**src/rtl/imem_port_arb.sv**
```systemverilog
// rtl/imem_port_arb.sv - two-requester arbiter (CPU fetch, host loader) for the single-port instruction memory
// Define IMEM_ARB_RR_EN for round-robin arbitration; the default is loader priority with a fetch starvation guard.
module imem_port_arb #(
    parameter int AW       = 16,
    parameter int DW       = 32,
    parameter int MAX_WAIT = 4
) (
    input  logic          clk,
    input  logic          rst_n,

    input  logic          f_req,
    input  logic [AW-1:0] f_addr,
    output logic          f_gnt,
    output logic          f_rvalid,
    output logic [DW-1:0] f_rdata,

    input  logic          l_req,
    input  logic          l_we,
    input  logic [AW-1:0] l_addr,
    input  logic [DW-1:0] l_wdata,
    output logic          l_gnt,
    output logic          l_rvalid,
    output logic [DW-1:0] l_rdata,

    output logic [AW-1:0] m_addr,
    output logic          m_we,
    output logic [DW-1:0] m_wdata,
    input  logic [DW-1:0] m_rdata
);

    logic loader_wins;
    logic l_rd_gnt;

`ifdef IMEM_ARB_RR_EN
    typedef enum logic {
        SRC_FETCH  = 1'b0,
        SRC_LOADER = 1'b1
    } src_t;

    src_t rr_last;

    // Under contention the requester that was not served last goes next.
    assign loader_wins = (rr_last == SRC_FETCH);

    always_ff @(posedge clk or negedge rst_n) begin
        if (!rst_n) begin
            rr_last <= SRC_FETCH;
        end else if (l_gnt) begin
            rr_last <= SRC_LOADER;
        end else if (f_gnt) begin
            rr_last <= SRC_FETCH;
        end
    end
`else
    localparam logic [3:0] MAX_CNT = 4'(MAX_WAIT);

    logic [3:0] wait_cnt;

    // Loader wins contention until fetch has been passed over MAX_WAIT times.
    assign loader_wins = (wait_cnt != MAX_CNT);

    always_ff @(posedge clk or negedge rst_n) begin
        if (!rst_n) begin
            wait_cnt <= 4'd0;
        end else if (f_gnt) begin
            wait_cnt <= 4'd0;
        end else if (f_req && (wait_cnt != MAX_CNT)) begin
            wait_cnt <= wait_cnt + 4'd1;
        end
    end
`endif

    always_comb begin
        l_gnt = l_req && (!f_req || loader_wins);
        f_gnt = f_req && !l_gnt;
    end

    always_comb begin
        if (l_gnt) begin
            m_addr  = l_addr;
            m_we    = l_we;
            m_wdata = l_wdata;
        end else begin
            m_addr  = f_addr;
            m_we    = 1'b0;
            m_wdata = '0;
        end
    end

    assign l_rd_gnt = l_gnt && !l_we;

    // Read data is captured on the grant edge; rdata holds between responses.
    always_ff @(posedge clk or negedge rst_n) begin
        if (!rst_n) begin
            f_rvalid <= 1'b0;
            f_rdata  <= '0;
            l_rvalid <= 1'b0;
            l_rdata  <= '0;
        end else begin
            f_rvalid <= f_gnt;
            l_rvalid <= l_rd_gnt;
            if (f_gnt) begin
                f_rdata <= m_rdata;
            end
            if (l_rd_gnt) begin
                l_rdata <= m_rdata;
            end
        end
    end

endmodule

```
**config.mk**
```make
export PLATFORM = sky130hd
export DESIGN_NAME = imem_port_arb
export DESIGN_NICKNAME = d
export VERILOG_FILES = /design/src/rtl/imem_port_arb.sv
export SDC_FILE = /design/constraint.sdc
export NUM_CORES = 1
export LEC_CHECK = 0
export CELL_PAD_IN_SITES_DETAIL_PLACEMENT = 0
export CELL_PAD_IN_SITES_GLOBAL_PLACEMENT = 1
export CORE_ASPECT_RATIO = 0.7
export CORE_UTILIZATION = 26
export CTS_CLUSTER_SIZE = 16
export DETAILED_ROUTE_END_ITERATION = 8
export PLACE_DENSITY_LB_ADDON = 0.3
export RECOVER_POWER = 50
export SLEW_MARGIN = 10
export SYNTH_ARGS = -nofsm -noshare
export SYNTH_HDL_FRONTEND = slang
export SYNTH_SLANG_ARGS = --single-unit
```
**constraint.sdc**
```tcl
create_clock -name clk -period 2.4 [get_ports clk]
set_input_delay 0.48 -clock clk [delete_from_list [all_inputs] [get_ports clk]]
set_output_delay 0.48 -clock clk [all_outputs]
set_load 0.1 [all_outputs]
```
==> results.cfg <==
[finish]
drive_gt1_share_pct = 45.7
layout.nets = 554
area_growth_pct = 95.1
utilization_pct = 52.5
fillers = 1023
diodes = 0

[worst_setup_path]
r2r_start = wait_cnt[0]
crit_fanout = 5
worst-setup-path-type = flip-flop to primary output
reg2reg_slack_ns = 0.41
reg2reg_depth = 8
rr_endpoint = f_rdata[16]
start_kind = flip-flop
required_ns = 1.92
cp.arrival_ns = 1.88
crit_path_end_kind = primary output

[drt]
highest_layer = met4
wl_met3_um = 684
routed_wl_um = 9920
first_iter_violations = 48
drc_errors = 0
detail_route.wl_per_cell_um = 16.2
met1_length_um = 4080
ant_nets = 0
vias_per_cell = 4.35
route.met2.wl_um = 5100
drt_pass1_iterations = 4
num_vias = 2660

[synth]
yosysMostFrequentCell = mux2_2
avgSynthCellArea_um2 = 14.4
async_reset_ff_share_pct = 100
seq_area_frac_synth_pct = 55.4
ys_types = 21
synth_common_cells = 79 x mux2_2, 70 x dfrtp_1, 29 x and3_1
yosysWarnings = 0
synth_edf_count = 0
yosysTopAreaCell = dfrtp_1
synth_area_leaders = dfrtp_1 55%, mux2_2 28%, and3_1 5.7%
ys_ff_latch = 70
synth_top_area_share_pct = 55.4
syn-cell-area_um2 = 3160
syn-instance-count = 219
ys.flop_type = dfrtp_1
syn-num-nets = 322

[pwr]
intPower_mw = 2.94
p_per_area_nw_per_um2 = 942
clkPwrFrac_pct = 20.4
power_frac_comb_pct = 53.8
seqPwrFrac_pct = 25.8
p_leak_nw = 2.74
ir_worst_vdd_mv = 0.628
p_sw_share_pct = 49.4
power_switching_mw = 2.87

[cts]
clk_pin_slew_ns = 0.05
clock_path_buffers = 2
htree_levels = 3
cts_tree = built
clock_sinks = 70
hold_buffers = 0
cts-buffers-inserted = 9
clk_latency_ns = 0.32
cts-root-buf = clkbuf_16

[sta]
hold_viol = 0
max_freq_mhz = 423
clock_skew_ns = 0.00415
tightest_slew_ns = 1.69
timing.final.ws_setup_ns = 0.0368
fin_crit_sh_pct = 98.5
setup-violations-final = 0
fin_crit_ns = 2.36
rsz0062_at_grt = yes
hold_ws_ns = 0.502
finalMaxSlewViolations = 71
slew_headroom_pct = -12.6

[hold_path]
min_from = f_rdata[23]
hold_path_end = f_rdata[23]
hold_path_class = flip-flop to flip-flop
min_path_cells = 1

[placement]
gp_congestion = 0.749
numPortBuffers = 217
dp_hpwl_um = 7270
dp_slack_ns = -0.0776

[grt]
track_usage_pct = 14.9
grt_max_degree = 71
grt_pass1_wl_um = 14400
grt-ovfl-total = 0
antenna_found_initial = 0
grt_pass1_vias = 2706

[die]
die_h_um = 94.3
num_rows = 33
die-area_um2 = 12600
core_area_um2 = 11800
start_util_pct = 26.9
die_w_um = 134
pin_count = 218

[run_status]
status = finished, violations left
violations = max-capacitance violations, max-slew violations

[flow_run]
drv_cap = 1
==> state kept, by name, indices dropped and copies added (netlist names) <==
register	count
f_rvalid	1
f_rdata	32
wait_cnt	4
l_rvalid	1
l_rdata	32
==> critical path: stages, from the launching register on <==
cell      delay, ns
dfrtp_1        0.38
inv_2          0.09
ha_4           0.14
nand4b_4       0.16
buf_6          0.19
nand2_8        0.09
mux2_4         0.34
buf_12         0.17
==> worst max path at each step <==
stage / slack (ns) / cells after the start / from / end
2_1_floorplan: 0.05 / 6 / wait_cnt[0] / m_addr[11]
3_5_place_dp: -0.08 / 5 / f_req / m_addr[1]
4_1_cts: 0.009 / 7 / wait_cnt[0] / m_addr[2]
6_report: 0.04 / 7 / wait_cnt[0] / m_addr[1]
5_1_grt: -0.05 / 7 / wait_cnt[0] / m_addr[5]
3_3_place_gp: -0.03 / 5 / f_req / m_addr[11]
==> power by group through the flow <==
| stage | Clock, mW | Sequential [mW] | Combinational (mW) |
|---|---|---|---|
| final | 1.19 | 1.50 | 3.13 |
| after global routing | 1.29 | 1.53 | 3.21 |
| after CTS | 1.23 | 1.51 | 3.22 |
| after detailed placement | 0 | 1.52 | 3.18 |
| after global placement | 0 | 1.51 | 3.16 |
| after floorplan | 0 | 2.99 | 0.803 |
==> metal layers <==
metal | global-route usage, % | vias up
met5 | 0 | -
li1 | - | 1244
met4 | 3.13 | 0
met2 | 25.0 | 92
met1 | 18.1 | 1315
met3 | 5.99 | 9
==> cell families (layout without fill, tap and decap cells) <==
| kind of cell | Yosys count | after routing | synth area share, % |
|---|---|---|---|
| flops | 70 | 70 | 55.4 |
| xor+xnor | 2 | 2 | 0.554 |
| fa+ha+maj | 2 | 2 | 0.791 |
| simple gates | 42 | 44 | 9.29 |
| compound gates | 3 | 3 | 0.870 |
| mux | 80 | 80 | 28.5 |
| buf+inv | 20 | 254 | 4.67 |
==> per-stage QoR <==
stage / power, mW / area, um^2 / setup TNS (ns) / cells
final: 5.82 / 6170 / 0 / 612
after detailed placement: 4.70 / 5850 / -1.03 / 588
after global placement: 4.67 / 5850 / -0.298 / 588
after global routing: 6.03 / 6170 / -1.41 / 612
after CTS: 5.96 / 6240 / 0 / 611
after floorplan: 3.79 / 3160 / 0 / 219
==> placed cells by master, fill, tap and decap left out, types with 2 or more instances in the layout <==
master,count
nor2_1,2
inv_1,3
nand4_1,2
and3_2,4
nand2_1,2
mux2_2,68
mux2_4,12
inv_2,2
clkbuf_16,9
nand2_8,2
and3_4,4
and3_1,25
dfrtp_1,70
clkbuf_8,2
xor2_1,2
clkdlybuf4s50_1,97
buf_4,41
buf_12,54
dlygate4sd2_1,2
clkbuf_1,39
buf_6,2
==> what timing repair did <==
item / CTS / global route
endpoints found under the setup margin: 23 / 49
buffers inserted: 6 / 1
gates cloned: 2 / 0
resized for setup: 15 / 16
pin swaps: 3 / 1
==> layout make-up <==
type	count	area (um^2)	share of cell area, %
Inverter	5	18.8	0.304
Sequential cell	70	1750	28.4
Tap cell	157	196	3.18
Clock buffer	14	264	4.28
Clock inverter	1	5.00	0.0811
Timing Repair Buffer	234	2550	41.4
Multi-Input combinational cell	131	1380	22.4
Note: power is estimated with default switching activity, not from simulation.
